--- src/rtl/l2cache_pkg.sv ---
// Shared types and constants for the L2 cache controller.
package l2cache_pkg;

  localparam int L2_CNT_WIDTH = 32;

  typedef enum logic [1:0] {
    IDLE,
    TAG_CHECK,
    WRITEBACK,
    FILL
  } l2_state_t;

endpackage

--- src/rtl/l2cache_control_if.sv ---
// Upstream request/response and physical memory handshake bundle.
interface l2cache_control_if;

  logic mem_read;
  logic mem_write;
  logic mem_resp;
  logic pmem_read;
  logic pmem_write;
  logic pmem_resp;

  modport slave (
    input  mem_read, mem_write, pmem_resp,
    output mem_resp, pmem_read, pmem_write
  );

  modport master (
    output mem_read, mem_write, pmem_resp,
    input  mem_resp, pmem_read, pmem_write
  );

endinterface

--- src/rtl/l2_perf_counter.sv ---
// Saturating event counter; sticks at all-ones instead of wrapping.
module l2_perf_counter
  import l2cache_pkg::*;
#(
  parameter int WIDTH = L2_CNT_WIDTH
) (
  input  logic             clk,
  input  logic             reset,
  input  logic             inc,
  output logic [WIDTH-1:0] count
);

  // Count one event per cycle while below the saturation value.
  always_ff @(posedge clk or negedge reset) begin
    if (!reset) begin
      count <= '0;
    end else if (inc && (count != {WIDTH{1'b1}})) begin
      count <= count + {{(WIDTH-1){1'b0}}, 1'b1};
    end
  end

endmodule

--- src/rtl/l2cache_control.sv ---
// Two-way L2 cache controller: tag check, dirty writeback and line fill
// sequencing, plus hit/miss/writeback performance counters.
//
// state     | meaning
// ----------+--------------------------------------------------------
// IDLE      | waiting for an upstream read or write request
// TAG_CHECK | compare tags; hit completes, miss starts memory traffic
// WRITEBACK | writing the dirty victim line back to memory
// FILL      | reading the missing line from memory into way LRU
module l2cache_control
  import l2cache_pkg::*;
#(
  parameter int CNT_WIDTH = L2_CNT_WIDTH
) (
  input  logic                 clk,
  input  logic                 reset,
  l2cache_control_if.slave     bus,
  input  logic                 hit0,
  input  logic                 hit1,
  input  logic                 dirty_eviction,
  input  logic                 LRU,
  output logic                 WE0,
  output logic                 WE1,
  output logic                 ld_dirty0,
  output logic                 ld_dirty1,
  output logic                 ld_valid0,
  output logic                 ld_valid1,
  output logic                 clear_dirty0,
  output logic                 clear_dirty1,
  output logic                 mem_b_sel,
  output logic                 eviction_addr_sel,
  output logic                 mem_addr_sel,
  output logic                 load_lru,
  output logic [CNT_WIDTH-1:0] hit_count,
  output logic [CNT_WIDTH-1:0] miss_count,
  output logic [CNT_WIDTH-1:0] wb_count
);

  l2_state_t state, state_nxt;
  logic      post_fill;
  logic      req, hit;
  logic      mem_resp, pmem_read, pmem_write;
  logic      hit_inc, miss_inc, wb_inc;

  assign req = bus.mem_read | bus.mem_write;
  assign hit = hit0 | hit1;

  assign bus.mem_resp   = mem_resp;
  assign bus.pmem_read  = pmem_read;
  assign bus.pmem_write = pmem_write;

  // State register; post_fill marks the re-check right after a fill so it is not counted as a hit.
  always_ff @(posedge clk or negedge reset) begin
    if (!reset) begin
      state     <= IDLE;
      post_fill <= 1'b0;
    end else begin
      state     <= state_nxt;
      post_fill <= (state == FILL) && bus.pmem_resp;
    end
  end

  // Next-state and combinational datapath controls.
  always_comb begin
    state_nxt         = state;
    mem_resp          = 1'b0;
    pmem_read         = 1'b0;
    pmem_write        = 1'b0;
    WE0               = 1'b0;
    WE1               = 1'b0;
    ld_dirty0         = 1'b0;
    ld_dirty1         = 1'b0;
    ld_valid0         = 1'b0;
    ld_valid1         = 1'b0;
    clear_dirty0      = 1'b0;
    clear_dirty1      = 1'b0;
    mem_b_sel         = 1'b0;
    eviction_addr_sel = 1'b0;
    mem_addr_sel      = 1'b0;
    load_lru          = 1'b0;
    hit_inc           = 1'b0;
    miss_inc          = 1'b0;
    wb_inc            = 1'b0;
    unique case (state)
      IDLE: begin
        if (req) state_nxt = TAG_CHECK;
      end
      TAG_CHECK: begin
        if (!req) begin
          state_nxt = IDLE;
        end else if (hit) begin
          mem_resp  = 1'b1;
          load_lru  = 1'b1;
          hit_inc   = !post_fill;
          state_nxt = IDLE;
          // A simultaneous read and write is serviced as a write; way 0 wins a double hit.
          if (bus.mem_write) begin
            if (hit0) begin
              WE0       = 1'b1;
              ld_dirty0 = 1'b1;
            end else begin
              WE1       = 1'b1;
              ld_dirty1 = 1'b1;
            end
          end
        end else begin
          miss_inc  = 1'b1;
          state_nxt = dirty_eviction ? WRITEBACK : FILL;
        end
      end
      WRITEBACK: begin
        pmem_write        = 1'b1;
        mem_addr_sel      = 1'b1;
        eviction_addr_sel = LRU;
        if (bus.pmem_resp) begin
          wb_inc    = 1'b1;
          state_nxt = FILL;
        end
      end
      FILL: begin
        pmem_read = 1'b1;
        if (bus.pmem_resp) begin
          mem_b_sel = 1'b1;
          state_nxt = TAG_CHECK;
          if (LRU) begin
            WE1          = 1'b1;
            ld_valid1    = 1'b1;
            ld_dirty1    = 1'b1;
            clear_dirty1 = 1'b1;
          end else begin
            WE0          = 1'b1;
            ld_valid0    = 1'b1;
            ld_dirty0    = 1'b1;
            clear_dirty0 = 1'b1;
          end
        end
      end
      default: state_nxt = IDLE;
    endcase
  end

  l2_perf_counter #(.WIDTH(CNT_WIDTH)) u_hit_cnt (
    .clk(clk), .reset(reset), .inc(hit_inc), .count(hit_count)
  );

  l2_perf_counter #(.WIDTH(CNT_WIDTH)) u_miss_cnt (
    .clk(clk), .reset(reset), .inc(miss_inc), .count(miss_count)
  );

  l2_perf_counter #(.WIDTH(CNT_WIDTH)) u_wb_cnt (
    .clk(clk), .reset(reset), .inc(wb_inc), .count(wb_count)
  );

endmodule

--- src/flat_wrapper.sv ---
// flat-port wrapper written by rule: the top's interface ports become plain ports
module l2cache_control_flat import l2cache_pkg::*;
#(
  parameter int CNT_WIDTH = L2_CNT_WIDTH
)
  (clk, reset, hit0, hit1, dirty_eviction, LRU, WE0, WE1, ld_dirty0, ld_dirty1, ld_valid0, ld_valid1, clear_dirty0, clear_dirty1, mem_b_sel, eviction_addr_sel, mem_addr_sel, load_lru, hit_count, miss_count, wb_count, bus_mem_read, bus_mem_write, bus_pmem_resp, bus_mem_resp, bus_pmem_read, bus_pmem_write);
  l2cache_control_if bus_i ();
  input  logic clk;
  input  logic reset;
  input  logic hit0;
  input  logic hit1;
  input  logic dirty_eviction;
  input  logic LRU;
  output logic WE0;
  output logic WE1;
  output logic ld_dirty0;
  output logic ld_dirty1;
  output logic ld_valid0;
  output logic ld_valid1;
  output logic clear_dirty0;
  output logic clear_dirty1;
  output logic mem_b_sel;
  output logic eviction_addr_sel;
  output logic mem_addr_sel;
  output logic load_lru;
  output logic [CNT_WIDTH-1:0] hit_count;
  output logic [CNT_WIDTH-1:0] miss_count;
  output logic [CNT_WIDTH-1:0] wb_count;
  input wire logic [$bits(bus_i.mem_read)-1:0] bus_mem_read;
  input wire logic [$bits(bus_i.mem_write)-1:0] bus_mem_write;
  input wire logic [$bits(bus_i.pmem_resp)-1:0] bus_pmem_resp;
  output wire logic [$bits(bus_i.mem_resp)-1:0] bus_mem_resp;
  output wire logic [$bits(bus_i.pmem_read)-1:0] bus_pmem_read;
  output wire logic [$bits(bus_i.pmem_write)-1:0] bus_pmem_write;
  assign bus_i.mem_read = bus_mem_read;
  assign bus_i.mem_write = bus_mem_write;
  assign bus_i.pmem_resp = bus_pmem_resp;
  assign bus_mem_resp = bus_i.mem_resp;
  assign bus_pmem_read = bus_i.pmem_read;
  assign bus_pmem_write = bus_i.pmem_write;
  l2cache_control #(.CNT_WIDTH(CNT_WIDTH)) u_core (.clk(clk), .reset(reset), .bus(bus_i), .hit0(hit0), .hit1(hit1), .dirty_eviction(dirty_eviction), .LRU(LRU), .WE0(WE0), .WE1(WE1), .ld_dirty0(ld_dirty0), .ld_dirty1(ld_dirty1), .ld_valid0(ld_valid0), .ld_valid1(ld_valid1), .clear_dirty0(clear_dirty0), .clear_dirty1(clear_dirty1), .mem_b_sel(mem_b_sel), .eviction_addr_sel(eviction_addr_sel), .mem_addr_sel(mem_addr_sel), .load_lru(load_lru), .hit_count(hit_count), .miss_count(miss_count), .wb_count(wb_count));
endmodule
--- config.mk ---
export PLATFORM = sky130hd
export DESIGN_NAME = l2cache_control_flat
export DESIGN_NICKNAME = d
export VERILOG_FILES = /design/src/rtl/l2cache_pkg.sv /design/src/rtl/l2cache_control_if.sv /design/src/rtl/l2_perf_counter.sv /design/src/rtl/l2cache_control.sv /design/src/flat_wrapper.sv
export SDC_FILE = /design/constraint.sdc
export NUM_CORES = 1
export LEC_CHECK = 0
export ABC_AREA = 1
export CAP_MARGIN = 20
export CORE_UTILIZATION = 25
export DETAILED_ROUTE_END_ITERATION = 16
export MAX_ROUTING_LAYER = met4
export SYNTH_ARGS = -nofsm -noshare
export SYNTH_HDL_FRONTEND = slang
export SYNTH_HIERARCHICAL = 1
export SYNTH_SLANG_ARGS = --single-unit
--- constraint.sdc ---
create_clock -name clk -period 3.8 [get_ports clk]
set_clock_uncertainty 0.1 [all_clocks]
set_input_delay 0.95 -clock clk [delete_from_list [all_inputs] [get_ports clk]]
set_output_delay 0.95 -clock clk [all_outputs]
set_load 0.1 [all_outputs]
== Word level (Yosys, flattened, before mapping) ==
Index checks and enable logic that the tools add are counted.
Cells by class
  add/sub/neg operators: 3
  bitwise gates (word level): 2
  reductions and logical operators: 7
  eq/ne operators: 9
  multiplexer cells: 38
Operator list (number)
  adder 32 x 1 -> 32 bit, second input constant: 3
  inequality test 32 bit, second input constant: 3
  two-way mux 1 bit: 30
  two-way mux 2 bit: 5
  one-hot mux 2 bit (4 select lines): 1
  == test 2 bit, second input constant: 2
  logical AND 1 bit: 4
  inequality test 2 bit, second input constant: 2
  one-hot mux 1 bit (2 select lines): 2
  AND reduction 3 bit: 1
  == test 2 x 1 -> 1 bit, second input constant: 1
  logical NOT 2 bit: 1
  inequality test 2 x 1 -> 1 bit, second input constant: 1
  OR 1 bit: 2
  logical NOT 1 bit: 1
Storage, ports and cells
  flip-flop bits (word level): 99
  output and inout bits: 111
  bits of input ports: 9
  logic and storage cells: 64

== Logic depth before layout (Yosys ltp) ==
Gate-level depths: netlist (run 1).
  word-level depth: 5
  mapped depth: 12
  mapped depth without buffers: 11

== Hierarchy ==
Netlist (run 1), hierarchy kept.
Modules (own cells, without submodules)
  l2_perf_counter at u_core.u_hit_cnt: sequential area each 800.8 µm², cells an instance 333, area each 2190.9 µm², times used 1
  l2_perf_counter at u_core.u_wb_cnt: sequential area each 800.8 µm², cells an instance 327, area each 2150.8 µm², times used 1
  l2_perf_counter at u_core.u_miss_cnt: sequential area each 800.8 µm², cells an instance 329, area each 2140.8 µm², times used 1
  l2cache_control: sequential area each 75.1 µm², cells an instance 54, area each 377.9 µm², times used 1

== Least setup slack after synthesis (run 1) ==
No wires, ideal clock.
  path type: flip-flop to output port
  start: register u_core.state[0]
  end: output port ld_dirty1
  arrival time: 4.255 ns
  buffers on the path: 1
  setup slack: -1.505 ns
  stages on the path, launching flop included: 5
  required time: 2.750 ns
  path through: dfrtp_1 ha_1 nand2_1 o21ai_0 buf_4
On the way
  word-level cells in the longest chain between the ends: 2
  elaborated cells on any way between the ends: 3
  classes of those cells: 2 x eq/ne; 1 x mux
RTL lines
  start, declared: RTL line l2cache_control.sv:39  | l2_state_t state, state_nxt;
  start signal, assigned: RTL line l2cache_control.sv:58  | state <= state_nxt;
  == test 2 bit or == test 2 x 1 -> 1 bit (tied branches)
  one-hot mux 1 bit (2 select lines) *
  end, declared: RTL line flat_wrapper.sv:17  | output logic ld_dirty1;
Mark *: on every way between the ends. The rest lies on a longest branch, timed or not.

== Worst setup path after layout (run 1) ==
  start: input port bus_pmem_resp
  end: output port ld_dirty1
On the way
  word-level cells in the longest chain between the ends: 2
RTL lines
  start, declared: RTL line flat_wrapper.sv:31  | input wire logic [$bits(bus_i.pmem_resp)-1:0] bus_pmem_resp;
  two-way mux 1 bit: RTL line l2cache_control.sv:122  | if (bus.pmem_resp) begin
  one-hot mux 1 bit (2 select lines): RTL line l2cache_control.sv:84  | unique case (state)
Every way passes these cells.

==> results of run 1 <==
==> layout make-up <==
cell class                      count  area, µm²  share of cell area
Multi-Input combinational cell    827       3845              0.4538
Sequential cell                    99       2477              0.2924
Timing Repair Buffer              121       1089              0.1285
Tap cell                          341      426.7             0.05035
Inverter                           95      356.6             0.04209
Clock buffer                        9      225.2             0.02658
Clock inverter                      7      53.80            0.006350
==> cell usage after synthesis (2+ instances only) <==
library cell,count,area share
a21oi_1,2,0.0015
buf_2,4,0.0029
buf_4,8,0.0088
buf_6,9,0.015
dfrtp_1,99,0.36
ha_1,7,0.013
inv_1,90,0.049
inv_2,5,0.0027
nand2_1,437,0.24
nand2_2,20,0.018
nand2_4,5,0.0082
nand3_1,69,0.050
nand3_2,4,0.0058
nand3b_1,24,0.026
nand4_1,32,0.029
nor2_1,158,0.086
nor2_2,10,0.0091
nor2_4,12,0.020
nor3_1,6,0.0044
o21ai_0,10,0.0073
o21bai_1,2,0.0022
xnor2_1,20,0.026
xor2_1,4,0.0051
==> metrics by stage <==
step | cell area [µm²] | TNS, ns | power [W]
2_1_floorplan | 6875 | -0.5949 | 0.002126
5_1_grt | 8473 | 0 | 0.003461
3_5_place_dp | 8194 | 0 | 0.002418
3_3_place_gp | 8194 | 0 | 0.002408
6_report | 8473 | 0 | 0.003286
4_1_cts | 8473 | 0 | 0.003333
==> power breakdown <==
| group | leakage, nW | total (W) | switching (W) | internal (W) |
|---|---|---|---|---|
| combinational | 2.26 | 0.00118 | 0.000889 | 0.000288 |
| sequential | 1.37 | 0.00121 | 0.0000973 | 0.00112 |
| clock | 0.133 | 0.000895 | 0.000445 | 0.000450 |
==> path summary, 6_finish.rpt <==
path                                        startpoint                          end  slack [ns]  cells past startpoint
max in group asynchronous                        reset   u_core/u_miss_cnt/count[4]        2.26                      2
setup / recovery                         bus_pmem_resp                    ld_dirty1        0.56                      4
hold reg to reg            u_core/u_miss_cnt/count[31]  u_core/u_miss_cnt/count[31]        0.45                      2
hold / removal             u_core/u_miss_cnt/count[31]  u_core/u_miss_cnt/count[31]        0.45                      2
setup reg to reg                       u_core/state[1]   u_core/u_hit_cnt/count[26]        1.19                     12
min in group asynchronous                        reset    u_core/u_wb_cnt/count[31]        0.60                      1
==> tightest hold or removal path: cells and delay by family, from the launching register on <==
kind	cells	cell delay (ns)
flops	1	0.41
simple gates	2	0.12
==> kinds of logic after synthesis <==
family                     count (synthesis)  share of synthesized area
DFF                                       99                     0.3611
buffers and inverters                    117                    0.08061
AOI/OAI and AO/OA                         17                    0.01623
xor gates and xnor gates                  24                    0.03064
adders and majority gates                  7                    0.01277
and+or+nand+nor                          779                     0.4986
==> layout by cell type (no fill, tap or decap), types with 4 or more instances in the layout <==
cell             synthesis  layout
nand2_4                  5       5
ha_1                     7       6
inv_2                    5       5
nand3b_1                24      24
inv_1                   90      90
xnor2_1                 20      20
nand4_1                 32      32
nor2_1                 158     157
clkbuf_16                0       9
dfrtp_1                 99      99
nor2_4                  12      13
o21ai_0                 10       9
buf_4                    8     101
nand2_1                437     437
nand3_1                 69      69
nand3_2                  4       4
buf_12                   0      13
xor2_1                   4       4
nand2_2                 20      20
nor3_1                   6       5
clkdlybuf4s50_1          0       7
nor2_2                  10      10
==> sequential cells by signal, summed over array words and instances (netlist names) <==
signal and count:
u_core/state 2, u_core/u_wb_cnt/count 32, u_core/post_fill 1, u_core/u_miss_cnt/count 32, u_core/u_hit_cnt/count 32
==> per-layer routing <==
metal	GRT usage	share of wire	wire length [µm]	up-vias
met1	0.1957	0.49	9469	3160
met3	0.02151	0.039	753	21
li1	-	-	-	3475
met2	0.2279	0.46	8977	154
met4	0.03949	0.015	286	0
met5	-	0	0	-
==> flow_summary.yaml, run 1 <==
clock_network:
  ctsHtreeMaxLevel: 3
  cts_buffers: 9
  post_cts_buffers: 0
  cts_resized: 0
  cts-hold-fix-buffers: 0
  cts_root_buffer: "clkbuf_16"
  clock_latency_ns: 0.35
  clk_pin_slew_worst_paths_ns: 0.07
  cts_tree: "done"
  cts_buffer_depth: 2
  clock-sinks: 99
die:
  die_area_um2: 28110
  rows: 60
  fp.dieH_um: 167.7
  io_pins: 120
  core_um2: 26950
  start_util: 0.2545
  die_x_um: 167.7
layout:
  drive_above_1_share: 0.1658
  finalNetCount: 1169
  antenna_cells: 0
  finalNonFillerCells: 1499
  nFillCells: 2924
  area_delta_synth_final_pct: 23.51
  final_util: 0.3144
worst_setup_path:
  slowest_delay_ns: 0.50
  cp-end-kind: "primary output"
  arrival_ns: 2.19
  path_delay_family: "buffers and inverters"
  cpMaxStageDelayCell: "clkdlybuf4s50_1"
  critPathLaunchType: "input pin"
  cp_max_fo: 4
  path_cells: "clkdlybuf4s50_1 -> nand2_1 -> o21ai_1 -> buf_12"
  crit_required_ns: 2.75
  worst-path-buf-inv: 2
  path_class: "input pin to primary output"
run:
  maxCapViolations: 0
drt:
  drcViolationCount: 0
  viasPerCell: 4.543
  vias: 6810
  ant_nets: 0
  drt-wirelength-per-cell_um: 13.00
  wl_um: 19490
  drt_first_pass_iters: 5
  dr.first_iter.drc_count: 373
placed_design:
  routabilityCongestion: 0.9306
  pre_cts_ws_ns: 0.5009
  place_inst: 1483
  hpwl_um: 14750
  port_buffers: 119
synth:
  syn_area_per_cell_um2: 6.577
  yosys_register_bits: 99
  ys_types: 29
  synth-async-reset-ratio: 1.000
  ys_warn_count: 6
  ys_seq_area_frac: 0.3611
  syn_nets: 1059
  synth_cells: 1043
  synth_flop_cell: "dfrtp_1"
  syn_area_um2: 6860
  synth-edff-count: 0
timing:
  setup_ws_ns: 0.5561
  timing.final.crit_period_ns: 3.244
  fmax_mhz: 308.3
  drv_slew: 0
  hold_viol: 0
  grt_setup_unrepaired: "no"
  slew_headroom: 0.4536
  holdWs_ns: 0.4482
  finalSetupViolations: 0
  worstMarginPinSlew_ns: 0.8196
  post-route-period-util: 0.8537
grt:
  grt_pass1_wl_um: 32290
  antenna_found_initial: 0
  grt_max_degree: 59
  grt_usage: 0.1458
  grt_pass1_vias: 6379
  gr-total-overflow: 0
status:
  status: "complete, no violations"
power:
  power_leakage_nw: 3.762
  irDropWorstVdd_mv: 0.4523
  powerDensity_nw_per_um2: 387.8
min_path:
  hold_path_class: "flip-flop to flip-flop"
Note: power is estimated with default switching activity, not from simulation.
==> run 2, diff against run 1 <==
--- a/config.mk
+++ b/config.mk
@@ -6,10 +6,13 @@
 export NUM_CORES = 1
 export LEC_CHECK = 0
 export ABC_AREA = 1
-export CAP_MARGIN = 20
+export CELL_PAD_IN_SITES_DETAIL_PLACEMENT = 0
+export CELL_PAD_IN_SITES_GLOBAL_PLACEMENT = 1
 export CORE_UTILIZATION = 25
 export DETAILED_ROUTE_END_ITERATION = 16
+export DONT_BUFFER_PORTS = 1
 export MAX_ROUTING_LAYER = met4
+export PLACE_DENSITY_LB_ADDON = 0.1
 export SYNTH_ARGS = -nofsm -noshare
 export SYNTH_HDL_FRONTEND = slang
 export SYNTH_HIERARCHICAL = 1
==> run 2 against run 1 <==
Compared with the run above: sequential power fell by 5%; via count fell by 4.7%; clock power rose by 2.7%; combinational power barely moved; non-clock buffer count fell by 14; highest routed layer unchanged.
==> flow_summary.yaml, run 2 (synthesis results as in run 1) <==
placed_design:
  placed_area_um2: 7981
  hpwl_um: 17350
  pre_cts_ws_ns: 0.8352
  routabilityCongestion: 0.7862
  port_buffers: 0
power:
  irDropWorstVdd_mv: 0.2522
  power_leakage_nw: 3.662
  powerDensity_nw_per_um2: 394.3
  power_w: 0.003254
timing:
  setup_ws_ns: 0.8363
  timing.final.crit_period_ns: 2.964
  holdWs_ns: 0.1828
  worstMarginPinSlew_ns: 0.5933
  drv_slew: 0
  slew_headroom: 0.6031
  hold_viol: 0
  grt_setup_unrepaired: "no"
  fmax_mhz: 337.4
  finalSetupViolations: 0
  post-route-period-util: 0.7799
clock_network:
  clock-sinks: 99
  cts_root_buffer: "clkbuf_16"
  cts_buffers: 9
  cts_resized: 0
  ctsHtreeMaxLevel: 3
  cts-hold-fix-buffers: 0
  clock_latency_ns: 0.36
  cts_tree: "done"
  clk_pin_slew_worst_paths_ns: 0.07
  cts_buffer_depth: 2
  post_cts_buffers: 0
worst_setup_path:
  worst-path-buf-inv: 4
  path_class: "flip-flop to primary output"
  worstRegToRegCells: 11
  cpMaxStageDelayCell: "dfrtp_1"
  cp-end-kind: "primary output"
  path_cells: "inv_1 -> ha_1 -> inv_1 -> nor3_4 -> buf_4 -> buf_16"
  rr_startpoint: "u_core/state[1]"
  r2r_end: "u_core/u_hit_cnt/count[18]"
  path_common_cell: "inv_1"
  crit_required_ns: 2.75
  critPathLaunchType: "flip-flop"
  path_delay_family: "buffers and inverters"
  rrSetupSlack_ns: 1.01
  slowest_delay_ns: 0.42
  crit_cells: 6
  arrival_ns: 1.91
  cp_max_fo: 4
grt:
  antenna_found_initial: 0
  grt_usage: 0.1730
  grt_max_degree: 100
  grt_pass1_wl_um: 36690
  gr-total-overflow: 0
  grt_pass1_vias: 6536
die:
  die_area_um2: 28110
  start_util: 0.2545
  io_pins: 120
  fp.dieH_um: 167.7
  rows: 60
  die_x_um: 167.7
  core_um2: 26950
drt:
  ant_nets: 0
  drt-wirelength-per-cell_um: 15.30
  wl_um: 22720
  dr.first_iter.drc_count: 390
  drt_first_pass_iters: 4
  viasPerCell: 4.368
  vias: 6487
  drcViolationCount: 0
status:
  status: "complete, no violations"
layout:
  reg.largest.list: "u_core/u_hit_cnt/count: 32 flops, u_core/u_miss_cnt/count: 32 flops, u_core/u_wb_cnt/count: 32 flops"
  final_cell_mix: "nand2_1, nor2_1, buf_4"
  drive_above_1_share: 0.1626
  area_delta_synth_final_pct: 20.32
  final_cell_area_um2: 8254
  finalNetCount: 1155
  layout_commonest_cell: "nand2_1"
  nFillCells: 3003
  antenna_cells: 0
min_path:
  hold_path_class: "input pin to asynchronous set/reset pin"
run:
  maxCapViolations: 0
## run 2: metrics by stage
step,utilization,TNS (ns),instances
2_1_floorplan,-,-0.5949,1043
4_1_cts,0.3063,0,1485
3_3_place_gp,0.2961,0,1469
6_report,0.3063,0,1485
3_5_place_dp,0.2961,0,1469
5_1_grt,0.3063,0,1485
## run 2: worst max path at each step
stage | start | endpoint | slack, ns
5_1_grt | u_core/state[1] | u_core/u_hit_cnt/count[18] | 0.70
3_3_place_gp | hit0 | u_core/u_hit_cnt/count[26] | 0.85
6_report | u_core/state[1] | load_lru | 0.84
4_1_cts | u_core/state[1] | load_lru | 0.79
2_1_floorplan | u_core/state[0] | ld_dirty1 | -0.35
3_5_place_dp | hit0 | u_core/u_hit_cnt/count[18] | 0.84
## run 2: cell type report
cell class	count	area, µm²	area share
sequential	99	2477	0.3001
clock inverter	5	40.04	0.004851
clock buffer	11	232.7	0.02819
multi-input combinational	827	3872	0.4692
tap	341	426.7	0.05169
timing repair buffer	107	848.3	0.1028
inverter	95	356.6	0.04320
## run 2: worst register-to-register path, cell delays in order (launching register included)
cell and delay, ns:
dfrtp_1 0.42, inv_1 0.09, ha_1 0.23, inv_1 0.11
nor4_1 0.50, inv_1 0.18, nor2_1 0.33, nand2_1 0.08
nor2_1 0.40, nand3_1 0.13, nand2_1 0.08, nand2_1 0.05
## run 2: layer usage
metal  vias to the layer above  part of all wire  global-route usage
li1                       3443                 -                   -
met1                      2934              0.49              0.2267
met2                       100              0.46              0.2766
met3                        10             0.046             0.03356
met4                         0            0.0081             0.03391
met5                         -                 0                   -
## run 2: power breakdown
| group | internal (W) | switching [W] |
|---|---|---|
| combinational | 0.000252 | 0.000937 |
| sequential | 0.00112 | 0.0000305 |
| clock | 0.000449 | 0.000470 |
==> run 3, diff against run 2 <==
==> constraint.sdc (replaced) <==
create_clock -name clk -period 2.5 [get_ports clk]
set_clock_uncertainty 0.1 [all_clocks]
set_input_delay 0.625 -clock clk [delete_from_list [all_inputs] [get_ports clk]]
set_output_delay 0.625 -clock clk [all_outputs]
set_load 0.1 [all_outputs]
==> run 3 against run 2 <==
Compared with the run above: the run now ends with hold timing left; critical endpoint is now eviction_addr_sel; power is 56% higher; combinational power is 51% higher; largest cell class unchanged; via count is 2.0% higher; critical path type unchanged; register-to-register slack worse by 0.83 ns; wire length is 0.30% higher; sequential share of layout area is 0.70 points lower; utilization is 0.75 points higher; global-route usage hardly changed.
==> flow_summary.yaml, run 3 (synthesis results as in run 1) <==
placed_design:
  hpwl_um: 17740
  routabilityCongestion: 0.8485
  port_buffers: 0
layout:
  nFillCells: 2962
  drive_above_1_share: 0.1775
  final_cell_mix: "nand2_1, nor2_1, buf_4"
  reg.largest.list: "u_core/u_hit_cnt/count: 32 flops, u_core/u_miss_cnt/count: 32 flops, u_core/u_wb_cnt/count: 32 flops"
  finalNetCount: 1168
  antenna_cells: 0
  layout_commonest_cell: "nand2_1"
  area_delta_synth_final_pct: 23.27
run:
  maxCapViolations: 0
power:
  power_switching_w: 0.002154
  power_leakage_nw: 3.759
  seqPwrFrac: 0.358
  irDropWorstVdd_mv: 0.3793
  switching_share: 0.4250
  clock_power_share: 0.287
  powerDensity_nw_per_um2: 599.2
  p_comb_frac: 0.355
  p_int_w: 0.002914
  power_w: 0.005068
drt:
  vias: 6619
  drcViolationCount: 0
  drt_first_pass_iters: 5
  dr.first_iter.drc_count: 298
  wl_um: 22790
  viasPerCell: 4.424
  drt-wirelength-per-cell_um: 15.23
  ant_nets: 0
clock_network:
  clk_pin_slew_worst_paths_ns: 0.07
  clock_latency_ns: 0.36
  ctsHtreeMaxLevel: 3
  cts_tree: "done"
  cts_buffer_depth: 2
  cts_buffers: 9
  cts_root_buffer: "clkbuf_16"
  clock-sinks: 99
  post_cts_buffers: 0
timing:
  timing.final.crit_period_ns: 2.411
  drv_slew: 0
  grt_setup_unrepaired: "no"
  slew_headroom: 0.6633
  fin_setup_tns_ns: 0
  post-route-period-util: 0.9644
  fmax_mhz: 414.7
  finalSetupViolations: 0
  holdWs_ns: -0.1423
  hold_viol: 99
  worstMarginPinSlew_ns: 0.5012
worst_setup_path:
  worstRegToRegCells: 11
  cp_max_fo: 4
  critPathLaunchType: "flip-flop"
  arrival_ns: 1.69
  crit_required_ns: 1.77
  path_class: "flip-flop to primary output"
  cp-end-kind: "primary output"
die:
  rows: 60
  die_area_um2: 28110
  die_x_um: 167.7
  core_um2: 26950
  fp.dieH_um: 167.7
  start_util: 0.2545
  io_pins: 120
status:
  status: "finished with violations"
  failed_checks: "hold timing"
grt:
  grt_usage: 0.1734
  gr-total-overflow: 0
  grt_max_degree: 100
  antenna_found_initial: 0
  grt_pass1_wl_um: 36670
  grt_pass1_vias: 6448
min_path:
  hold_path_class: "input pin to asynchronous set/reset pin"
run 3: cell types whose count changed in the layout (fill, tap and decap cells not counted), moves of 2 or more:
cell	before	now
clkinv_4	2	0
buf_4	104	113
clkinvlp_4	3	1
clkinv_2	0	2
buf_12	2	4
nor2_1	156	154
run 3: per-layer routing:
| metal | vias up | GRT usage | routed length (µm) |
|---|---|---|---|
| met2 | 106 | 0.2774 | 10710 |
| li1 | 3460 | - | - |
| met1 | 3034 | 0.2251 | 10820 |
| met4 | 0 | 0.04507 | 318 |
| met5 | - | - | 0 |
| met3 | 19 | 0.03096 | 938 |
run 3: timing repair:
item	CTS	global route
setup endpoints to repair	2	9
pin swaps	0	1
resized for setup	1	6
hold endpoints to repair	99	99
run 3: through the flow:
step | instance area, µm² | instances | util | setup WS, ns | hold slack (ns)
floorplan | 6975 | 1043 | - | -0.3138 | 0.2294
global placement | 8152 | 1482 | 0.3025 | 0.1298 | 0.2322
detailed placement | 8152 | 1482 | 0.3025 | 0.06813 | 0.2327
CTS | 8438 | 1496 | 0.3131 | 0.005735 | -0.1611
global route | 8457 | 1496 | 0.3138 | 0.006751 | -0.1593
finish | 8457 | 1496 | 0.3138 | 0.08890 | -0.1423
run 3: power by group through the flow:
stage | Sequential [W] | Clock (W) | Combinational, W
6_report | 0.00181 | 0.00145 | 0.00180
4_1_cts | 0.00182 | 0.00153 | 0.00182
2_1_floorplan | 0.00243 | 0 | 0.000884
3_5_place_dp | 0.00185 | 0 | 0.00181
3_3_place_gp | 0.00185 | 0 | 0.00181
5_1_grt | 0.00184 | 0.00157 | 0.00192
run 3: final timing paths:
| kind | start | endpoint | slack (ns) |
|---|---|---|---|
| worst max-delay path | u_core/state[0] | eviction_addr_sel | 0.09 |
| worst min-delay path | reset | u_core/u_hit_cnt/count[27] | -0.14 |
| worst max register to register | u_core/state[1] | u_core/u_hit_cnt/count[28] | 0.18 |
| worst min register to register | u_core/u_hit_cnt/count[17] | u_core/u_hit_cnt/count[17] | 0.45 |
| max in group asynchronous | reset | u_core/u_wb_cnt/count[27] | 2.29 |
| min in group clk | dirty_eviction | u_core/state[0] | 0.34 |
run 3: final cells by class:
cell class / count / area [µm²] / area share
multi-input cells: 827 / 3926 / 0.4643
flip-flops and latches: 99 / 2479 / 0.2931
repair buffers: 120 / 982.2 / 0.1161
well taps: 341 / 426.7 / 0.05045
inverters: 95 / 360.3 / 0.04261
clock buffers: 11 / 242.7 / 0.02870
clock inverters: 3 / 40.04 / 0.004734
run 3: critical path, stage by stage (launching register included):
cell        delay [ns]
dfrtp_2           0.44
inv_1             0.09
ha_2              0.21
buf_8             0.21
nand2_1           0.11
clkinvlp_4        0.10
buf_12            0.16
